**src/rtl/mib_slave_if.sv**
```systemverilog
// mib_slave_if: MIB bus signals between mib_master and mib_slave as seen at the slave pin registers.
interface mib_slave_if;
  logic        i_mib_start;
  logic        i_mib_rd_wr_n;
  logic [15:0] i_mib_ad;
  logic        o_mib_ack;
  logic        o_mib_ad_oe;
  logic [15:0] o_mib_ad;
  modport master (
    output i_mib_start, i_mib_rd_wr_n, i_mib_ad,
    input  o_mib_ack, o_mib_ad_oe, o_mib_ad
  );
  modport slave (
    input  i_mib_start, i_mib_rd_wr_n, i_mib_ad,
    output o_mib_ack, o_mib_ad_oe, o_mib_ad
  );
endinterface

```
**src/rtl/mib_slave.sv**
```systemverilog
// mib_slave: MIB responder issuing one local command per access; defining MIB_SLAVE_TIMEOUT_RESP_EN
// makes a timed-out access still complete on MIB (write ack, read data 32'hDEAD_BEEF).
module mib_slave #(
  parameter logic [3:0] P_MIB_MSN              = 4'h6,
  parameter int         P_CMD_ACK_TIMEOUT_CLKS = 16
) (
  input  logic        i_sysclk,
  input  logic        i_rst_n,
  mib_slave_if.slave  mib,
  output logic        o_cmd_sel,
  output logic        o_cmd_rd_wr_n,
  output logic [19:0] o_cmd_byte_addr,
  output logic [31:0] o_cmd_wdata,
  input  logic        i_cmd_ack,
  input  logic [31:0] i_cmd_rdata,
  output logic        o_cmd_timeout
);
`ifdef MIB_SLAVE_TIMEOUT_RESP_EN
  localparam bit RESP_EN = 1'b1;
`else
  localparam bit RESP_EN = 1'b0;
`endif
  localparam int CW = $clog2(P_CMD_ACK_TIMEOUT_CLKS + 1);
  typedef enum logic [2:0] {IDLE, ADDR2, WDATA1, WDATA2, CMD_WAIT, WACK, RDATA1, RDATA2} state_t;
  state_t        state_q;
  logic [CW-1:0] cnt_q, cnt_d;
  logic [15:0]   lo_q;
  logic [31:0]   rsp;
  logic          tmo;
  assign cnt_d = cnt_q + 1'b1;
  assign tmo   = cnt_d == CW'(P_CMD_ACK_TIMEOUT_CLKS);
  assign rsp   = i_cmd_ack ? i_cmd_rdata : 32'hDEAD_BEEF;
  always_ff @(posedge i_sysclk or negedge i_rst_n)
    if (!i_rst_n) begin
      state_q         <= IDLE;
      cnt_q           <= '0;
      lo_q            <= '0;
      mib.o_mib_ack   <= 1'b0;
      mib.o_mib_ad_oe <= 1'b0;
      mib.o_mib_ad    <= '0;
      o_cmd_sel       <= 1'b0;
      o_cmd_rd_wr_n   <= 1'b0;
      o_cmd_byte_addr <= '0;
      o_cmd_wdata     <= '0;
      o_cmd_timeout   <= 1'b0;
    end else begin
      o_cmd_sel     <= 1'b0;
      o_cmd_timeout <= 1'b0;
      mib.o_mib_ack <= 1'b0;
      case (state_q)
        IDLE:
          if (mib.i_mib_start && mib.i_mib_ad[7:4] == P_MIB_MSN) begin
            o_cmd_rd_wr_n          <= mib.i_mib_rd_wr_n;
            o_cmd_byte_addr[19:16] <= mib.i_mib_ad[3:0];
            state_q                <= ADDR2;
          end
        ADDR2: begin
          o_cmd_byte_addr[15:0] <= mib.i_mib_ad;
          cnt_q                 <= '0;
          o_cmd_sel             <= o_cmd_rd_wr_n;
          state_q               <= o_cmd_rd_wr_n ? CMD_WAIT : WDATA1;
        end
        WDATA1: begin
          o_cmd_wdata[31:16] <= mib.i_mib_ad;
          state_q            <= WDATA2;
        end
        WDATA2: begin
          o_cmd_wdata[15:0] <= mib.i_mib_ad;
          cnt_q             <= '0;
          o_cmd_sel         <= 1'b1;
          state_q           <= CMD_WAIT;
        end
        CMD_WAIT: begin
          cnt_q         <= cnt_d;
          o_cmd_timeout <= !i_cmd_ack && tmo;
          // a real ack always wins over a timeout landing on the same clock
          if (i_cmd_ack || (tmo && RESP_EN)) begin
            mib.o_mib_ack   <= 1'b1;
            mib.o_mib_ad_oe <= o_cmd_rd_wr_n;
            if (o_cmd_rd_wr_n) mib.o_mib_ad <= rsp[31:16];
            lo_q            <= rsp[15:0];
            state_q         <= o_cmd_rd_wr_n ? RDATA1 : WACK;
          end else if (tmo) state_q <= IDLE;
        end
        WACK: state_q <= IDLE;
        RDATA1: begin
          mib.o_mib_ack <= 1'b1;
          mib.o_mib_ad  <= lo_q;
          state_q       <= RDATA2;
        end
        RDATA2: begin
          mib.o_mib_ad_oe <= 1'b0;
          state_q         <= IDLE;
        end
        default: state_q <= IDLE;
      endcase
    end
endmodule

```
**src/flat_wrapper.sv**
```systemverilog
// flat-port wrapper written by rule: the top's interface ports become plain ports
module mib_slave_flat 
#(
  parameter logic [3:0] P_MIB_MSN              = 4'h6,
  parameter int         P_CMD_ACK_TIMEOUT_CLKS = 16
)
  (i_sysclk, i_rst_n, o_cmd_sel, o_cmd_rd_wr_n, o_cmd_byte_addr, o_cmd_wdata, i_cmd_ack, i_cmd_rdata, o_cmd_timeout, mib_i_mib_start, mib_i_mib_rd_wr_n, mib_i_mib_ad, mib_o_mib_ack, mib_o_mib_ad_oe, mib_o_mib_ad);
  mib_slave_if mib_i ();
  input  logic i_sysclk;
  input  logic i_rst_n;
  output logic o_cmd_sel;
  output logic o_cmd_rd_wr_n;
  output logic [19:0] o_cmd_byte_addr;
  output logic [31:0] o_cmd_wdata;
  input  logic i_cmd_ack;
  input  logic [31:0] i_cmd_rdata;
  output logic o_cmd_timeout;
  input wire logic [$bits(mib_i.i_mib_start)-1:0] mib_i_mib_start;
  input wire logic [$bits(mib_i.i_mib_rd_wr_n)-1:0] mib_i_mib_rd_wr_n;
  input wire logic [$bits(mib_i.i_mib_ad)-1:0] mib_i_mib_ad;
  output wire logic [$bits(mib_i.o_mib_ack)-1:0] mib_o_mib_ack;
  output wire logic [$bits(mib_i.o_mib_ad_oe)-1:0] mib_o_mib_ad_oe;
  output wire logic [$bits(mib_i.o_mib_ad)-1:0] mib_o_mib_ad;
  assign mib_i.i_mib_start = mib_i_mib_start;
  assign mib_i.i_mib_rd_wr_n = mib_i_mib_rd_wr_n;
  assign mib_i.i_mib_ad = mib_i_mib_ad;
  assign mib_o_mib_ack = mib_i.o_mib_ack;
  assign mib_o_mib_ad_oe = mib_i.o_mib_ad_oe;
  assign mib_o_mib_ad = mib_i.o_mib_ad;
  mib_slave #(.P_MIB_MSN(P_MIB_MSN), .P_CMD_ACK_TIMEOUT_CLKS(P_CMD_ACK_TIMEOUT_CLKS)) u_core (.i_sysclk(i_sysclk), .i_rst_n(i_rst_n), .mib(mib_i), .o_cmd_sel(o_cmd_sel), .o_cmd_rd_wr_n(o_cmd_rd_wr_n), .o_cmd_byte_addr(o_cmd_byte_addr), .o_cmd_wdata(o_cmd_wdata), .i_cmd_ack(i_cmd_ack), .i_cmd_rdata(i_cmd_rdata), .o_cmd_timeout(o_cmd_timeout));
endmodule
```
**config.mk**
```make
export PLATFORM = sky130hd
export DESIGN_NAME = mib_slave_flat
export DESIGN_NICKNAME = d
export VERILOG_FILES = /design/src/rtl/mib_slave_if.sv /design/src/rtl/mib_slave.sv /design/src/flat_wrapper.sv
export SDC_FILE = /design/constraint.sdc
export NUM_CORES = 1
export LEC_CHECK = 0
export CORE_MARGIN = 10
export CORE_UTILIZATION = 62
export DETAILED_ROUTE_END_ITERATION = 7
export DONT_BUFFER_PORTS = 1
export HOLD_SLACK_MARGIN = 0.05
export PLACE_DENSITY = 0.86
export SLEW_MARGIN = 10
export SYNTH_ARGS = -nofsm -noshare
export SYNTH_HDL_FRONTEND = slang
export SYNTH_SLANG_ARGS = --single-unit
```
**constraint.sdc**
```tcl
create_clock -name i_sysclk -period 2 [get_ports i_sysclk]
set_clock_uncertainty 0.05 [all_clocks]
set_input_delay 0.5 -clock i_sysclk [delete_from_list [all_inputs] [get_ports i_sysclk]]
set_output_delay 0.5 -clock i_sysclk [all_outputs]
set_load 0.02 [all_outputs]
```
==> impl_metrics.yaml, run 1 <==
sta:
  slew_headroom_pct: 68.04
  slew_violations: 0
  period_share_pct: 85.66
  min_period_ns: 1.713
  worst_pin_slew_ns: 0.4769
  tns_ns: 0
  holdWs_ns: -0.2226
  clock.fmax_mhz: 583.7
  setup_viol: 0
  finalHoldViolCount: 97
  rsz0062_at_grt: "false"
global_route:
  grt_pass1_wl_mm: 13.19
  grt_pass1_vias: 2366
  use_met3_pct: 6.447
  grt_max_degree: 98
  antenna_found_initial: 0
  gr-usage-met2_pct: 28.19
  met1_usage_pct: 18.24
  busiest_layer: "met2"
  overflow: 0
  track_usage_pct: 16.64
clock_tree:
  numCtsBuffers: 9
  cts-resized-gates: 0
  clock_latency_ns: 0.35
  cts_tree: "built"
  cts_num_sinks: 97
  cts_root_buf: "clkbuf_8"
  h-tree-depth: 3
  cts_buffer_depth: 2
  path_clk_slew_ns: 0.10
  postCtsSetupRepairBufs: 0
routing:
  wl_per_cell_microns: 23.72
  drtAntennaViolNets: 0
  vias_per_cell: 6.075
  firstDrtPassIters: 4
  vias: 2181
  route.detailed.drc: 0
  drtIter0Drc: 106
  wirelength_mm: 8.516
power_and_ir_drop:
  p_per_area_nw_per_um2: 1811
  power_leakage_nw: 1.867
  peakVddDrop_uv: 1273
critical_path:
  crit_arrival_ns: 1.91
  critical_path_required_ns: 2.20
  reg2regPathDepth: 3
  worstSetupPathType: "flip-flop to flip-flop"
  cp_max_fo: 5
  startpoint_type: "flip-flop"
  endpoint_kind: "flip-flop"
synthesis:
  synthDistinctLibCells: 33
  synth_top_family_by_area: "multiplexers"
  synth-compound-area-share_pct: 3.025
  syn_area_sq_um: 4013
  synth_mux_area_share_pct: 28.87
  ys_seq_area_share_pct: 60.49
  yosys.area_share.adder_pct: 0.3118
  yosys_most_used_dff: "dfrtp_1"
  yosys.area_share.simple_pct: 5.207
  synth_seq_cells: 97
  syn_area_per_cell_sq_um: 14.97
  yosysWarnings: 0
  synthArstFlopShare_pct: 100.0
  synth_edf_count: 0
  synth_xor_area_share_pct: 0
  synth_fp_nets: 322
  syn_inst: 268
place:
  place_inst: 343
  dp_hpwl_mm: 6.282
  gp_congestion: 0.7757
  port_buffers: 0
flow_run:
  cap_violations: 0
floorplanning:
  start_util_pct: 63.56
  rows: 29
  dieArea_sq_um: 10090
  die_w_microns: 100.5
  core_area_sq_um: 6314
  io_pins: 126
  die_y_microns: 100.5
cells_and_area:
  drive_above_1_share_pct: 46.45
  instances_no_fill: 359
  area_growth_syn_to_layout_pct: 7.515
  final_nets: 331
  num_antenna_cells: 0
min_path:
  hold_path_class: "input port to asynchronous set/reset pin"
status:
  failed_checks: "negative hold slack"
  status: "complete, but fails checks"
==> cell usage after synthesis (2+ instances only) <==
| cell | instances | area, sq um |
|---|---|---|
| nand2b_1 | 4 | 25.02 |
| dfrtp_1 | 97 | 2427 |
| and2_1 | 2 | 12.51 |
| a31oi_1 | 2 | 12.51 |
| nand4b_1 | 2 | 17.52 |
| nor2_1 | 7 | 26.28 |
| clkbuf_1 | 2 | 7.510 |
| inv_1 | 2 | 7.510 |
| nand3_1 | 5 | 25.02 |
| a21oi_1 | 3 | 15.01 |
| or3_1 | 2 | 12.51 |
| and3_1 | 2 | 12.51 |
| nor2_2 | 2 | 12.51 |
| o21ai_0 | 3 | 15.01 |
| buf_4 | 3 | 22.52 |
| nand2_1 | 2 | 7.510 |
| a22o_1 | 4 | 35.03 |
| buf_2 | 7 | 35.03 |
| mux2_2 | 101 | 1137 |
| nor2b_1 | 3 | 18.77 |
==> per-layer routing <==
layer	wire length, microns	share of wire [%]
met5	0	0
met4	153	1.8
met3	703	8.3
met2	4472	53
met1	3186	37
==> cell usage in the layout (no fill, tap or decap) <==
cell / count
a21oi_1: 3
a22o_1: 4
a31oi_1: 2
a32o_1: 1
a32oi_1: 1
and2_1: 2
and3_1: 2
and4_1: 1
and4b_1: 1
buf_12: 1
buf_4: 10
clkbuf_8: 10
clkinv_2: 1
clkinvlp_4: 2
dfrtp_1: 97
ha_1: 1
inv_1: 2
inv_6: 2
inv_8: 1
mux2_1: 1
mux2_2: 101
mux2i_1: 1
nand2_1: 2
nand2b_1: 4
nand3_1: 5
nand3b_2: 1
nand4b_1: 2
nor2_1: 7
nor2_2: 2
nor2b_1: 3
nor4b_1: 1
o21a_1: 1
o21ai_0: 3
o2bb2ai_1: 1
o32ai_1: 1
or3_1: 2
==> worst max-delay path, cell delays in order, from the launching register on <==
cell and delay [ns]:
dfrtp_1 0.39, nor4b_1 0.41, and4_1 0.39, mux2_2 0.36
==> cells by family (layout without fill, tap and decap cells) <==
family,count (synthesis),after routing
compound gates,17,17
fa+ha+maj,1,1
buf+inv,15,29
flops,97,97
mux,103,103
simple gates,35,35
==> worst paths after layout <==
kind | startpoint | end | slack (ns)
min | i_rst_n | u_core.o_cmd_byte_addr[5]$_DFFE_PN0N_ | -0.22
min reg2reg | u_core.lo_q[5]$_DFFE_PN0P_ | u_core.lo_q[5]$_DFFE_PN0P_ | 0.46
max reg2reg | u_core.state_q[2]$_DFFE_PN0P_ | u_core.o_cmd_byte_addr[19]$_DFFE_PN0P_ | 0.29
max in group asynchronous | i_rst_n | u_core.o_cmd_wdata[27]$_DFFE_PN0P_ | 2.02
min in group i_sysclk | mib_i_mib_ad[15] | u_core.o_cmd_wdata[31]$_DFFE_PN0P_ | 0.23
max | u_core.state_q[2]$_DFFE_PN0P_ | u_core.o_cmd_byte_addr[19]$_DFFE_PN0P_ | 0.29
==> layout make-up <==
class | instances | area [sq um]
Tap cell | 77 | 96.34
Timing Repair Buffer | 11 | 95.09
Fill cell | 445 | 1999
Inverter | 2 | 7.507
Clock inverter | 6 | 48.80
Multi-Input combinational cell | 156 | 1501
Sequential cell | 97 | 2427
Clock buffer | 10 | 137.6
==> stage by stage <==
step / worst slack (ns) / hold slack, ns / power [mW] / instance area [sq um] / util (%)
after detailed placement: 0.2004 / 0.1590 / 6.719 / 4128 / 65.38
final: 0.2867 / -0.2226 / 7.812 / 4314 / 68.33
after global routing: 0.1668 / -0.2462 / 8.236 / 4314 / 68.33
after floorplan: 0.3419 / 0.1544 / 6.028 / 4013 / -
after global placement: 0.2631 / 0.1590 / 6.574 / 4128 / 65.38
after CTS: 0.2905 / -0.2390 / 7.907 / 4314 / 68.33
==> power breakdown <==
group | switching (mW) | internal, mW
Combinational | 0.819 | 1.30
Clock | 0.688 | 0.502
Sequential | 1.60 | 2.90
==> registers in the layout, summed over array words and instances (netlist names) <==
name,count
u_core.o_cmd_wdata,32
u_core.o_cmd_byte_addr,20
u_core.lo_q,16
u_core.mib.o_mib_ad,16
u_core.cnt_q,5
u_core.state_q,3
u_core.mib.o_mib_ack,1
u_core.mib.o_mib_ad_oe,1
u_core.o_cmd_rd_wr_n,1
u_core.o_cmd_sel,1
u_core.o_cmd_timeout,1
Power figures use the tool's default switching activity.
==> inputs of run 2 (changes only) <==
--- a/config.mk
+++ b/config.mk
@@ -5,13 +5,13 @@
 export SDC_FILE = /design/constraint.sdc
 export NUM_CORES = 1
 export LEC_CHECK = 0
-export CORE_MARGIN = 10
+export CORE_MARGIN = 8
 export CORE_UTILIZATION = 62
 export DETAILED_ROUTE_END_ITERATION = 7
 export DONT_BUFFER_PORTS = 1
 export HOLD_SLACK_MARGIN = 0.05
 export PLACE_DENSITY = 0.86
-export SLEW_MARGIN = 10
+export SLEW_MARGIN = 25
 export SYNTH_ARGS = -nofsm -noshare
 export SYNTH_HDL_FRONTEND = slang
 export SYNTH_SLANG_ARGS = --single-unit
==> impl_metrics.yaml, run 2 (same netlist as run 1, synthesis figures left out) <==
status:
  status: "complete, but fails checks"
  failed_checks: "negative hold slack"
critical_path:
  crit_arrival_ns: 1.94
  path_cells: "nor2_1 > and3_1 > buf_4 > mux2_2"
  critical-path-top-delay-family: "flip-flops"
  crit_path_max_incr_delay_ns: 0.55
  rrSetupSlack_ns: 0.25
  cp_slowest_cell: "dfrtp_1"
  cp_num_buf_inv: 1
  startpoint_type: "flip-flop"
  critical_path_required_ns: 2.19
  endpoint_kind: "flip-flop"
  worstSetupPathType: "flip-flop to flip-flop"
  cp_max_fo: 16
power_and_ir_drop:
  seqPwrFrac_pct: 56.5
  power_leakage_nw: 1.877
  sw_frac_of_total_pct: 38.40
  p_per_area_nw_per_um2: 1837
  peakVddDrop_uv: 1280
  comb_power_share_pct: 26.4
  intPower_mw: 4.929
  clkPwrFrac_pct: 17.1
  p_switching_mw: 3.072
  total_power_mw: 8.001
cells_and_area:
  top_regs: "u_core.o_cmd_wdata: 32 flops, u_core.o_cmd_byte_addr: 20 flops"
  largest_reg_flops: 32
  mostFrequentLayoutCell: "mux2_2"
  num_antenna_cells: 0
  area_growth_syn_to_layout_pct: 8.575
  instances_no_fill: 355
  final_nets: 328
  drive_above_1_share_pct: 45.68
  top_register: "u_core.o_cmd_wdata"
  finalInstanceArea_sq_um: 4357
  mostFrequentLayoutCells: "mux2_2, dfrtp_1, clkbuf_8, nor2_1, nand3_1"
clock_tree:
  cts_num_sinks: 97
  clock_latency_ns: 0.35
  numCtsBuffers: 9
  postCtsSetupRepairBufs: 0
  cts_buffer_depth: 2
  cts_tree: "built"
  cts-resized-gates: 0
  h-tree-depth: 3
  path_clk_slew_ns: 0.09
  cts_root_buf: "clkbuf_8"
global_route:
  overflow: 0
  grt_pass1_vias: 2357
  antenna_found_initial: 0
  grt_pass1_wl_mm: 12.57
  grt_max_degree: 98
  track_usage_pct: 17.93
sta:
  clock.fmax_mhz: 570.3
  rsz0062_at_grt: "false"
  tns_ns: 0
  holdWs_ns: -0.2169
  min_period_ns: 1.754
  period_share_pct: 87.68
  setup_viol: 0
  worst_pin_slew_ns: 0.4772
  slew_headroom_pct: 68.01
  setup_ws_ns: 0.2464
  finalHoldViolCount: 97
  slew_violations: 0
routing:
  firstDrtPassIters: 4
  wl_per_cell_microns: 23.14
  wirelength_mm: 8.214
  vias: 2202
  drtAntennaViolNets: 0
  vias_per_cell: 6.203
  drtIter0Drc: 85
  route.detailed.drc: 0
min_path:
  hold_path_class: "input port to asynchronous set/reset pin"
floorplanning:
  die_w_microns: 96.45
  dieArea_sq_um: 9303
  start_util_pct: 63.56
  core_area_sq_um: 6314
  die_y_microns: 96.45
  rows: 29
  io_pins: 126
place:
  dp_hpwl_mm: 5.843
  place_ws_ns: 0.1995
  gp_congestion: 0.7643
  port_buffers: 0
  placed_area_sq_um: 4143
  place_inst: 340
flow_run:
  cap_violations: 0
## run 2: worst paths after layout
path | start | to | cells past startpoint
worst max-delay path | u_core.state_q[0]$_DFFE_PN0P_ | u_core.lo_q[12]$_DFFE_PN0P_ | 4
worst min-delay path | i_rst_n | u_core.mib.o_mib_ad[13]$_DFFE_PN0P_ | 0
worst max register to register | u_core.state_q[0]$_DFFE_PN0P_ | u_core.lo_q[12]$_DFFE_PN0P_ | 4
worst min register to register | u_core.lo_q[1]$_DFFE_PN0P_ | u_core.lo_q[1]$_DFFE_PN0P_ | 1
max in group asynchronous | i_rst_n | u_core.lo_q[10]$_DFFE_PN0P_ | 0
min in group i_sysclk | mib_i_mib_ad[15] | u_core.o_cmd_wdata[31]$_DFFE_PN0P_ | 1
## run 2: layout make-up
class / count / area, sq um
Tap cell: 77 / 96.34
Clock buffer: 9 / 123.9
Fill cell: 436 / 1957
Sequential cell: 97 / 2427
Timing Repair Buffer: 8 / 110.1
Inverter: 2 / 7.507
Clock inverter: 6 / 90.09
Multi-Input combinational cell: 156 / 1501
## run 2: metal layers
layer	up-vias	wire [microns]	GRT usage, %
met5	-	0	0
met4	0	176	7.945
met3	13	798	7.264
met2	79	4206	28.92
met1	1129	3034	20.64
li1	981	-	-
## run 2: metrics by stage
step	utilization, %	hold slack (ns)
2_1_floorplan	-	0.1544
3_3_place_gp	65.62	0.1586
3_5_place_dp	65.62	0.1583
4_1_cts	69.01	-0.2303
5_1_grt	69.01	-0.2472
6_report	69.01	-0.2169
## run 2: power groups by stage
| stage | clock network (mW) | registers (mW) | logic [mW] |
|---|---|---|---|
| floorplan | 0 | 4.29 | 1.74 |
| global placement | 0 | 4.55 | 2.04 |
| detailed placement | 0 | 4.59 | 2.13 |
| CTS | 1.39 | 4.56 | 2.14 |
| global route | 1.47 | 4.66 | 2.29 |
| finish | 1.37 | 4.52 | 2.11 |
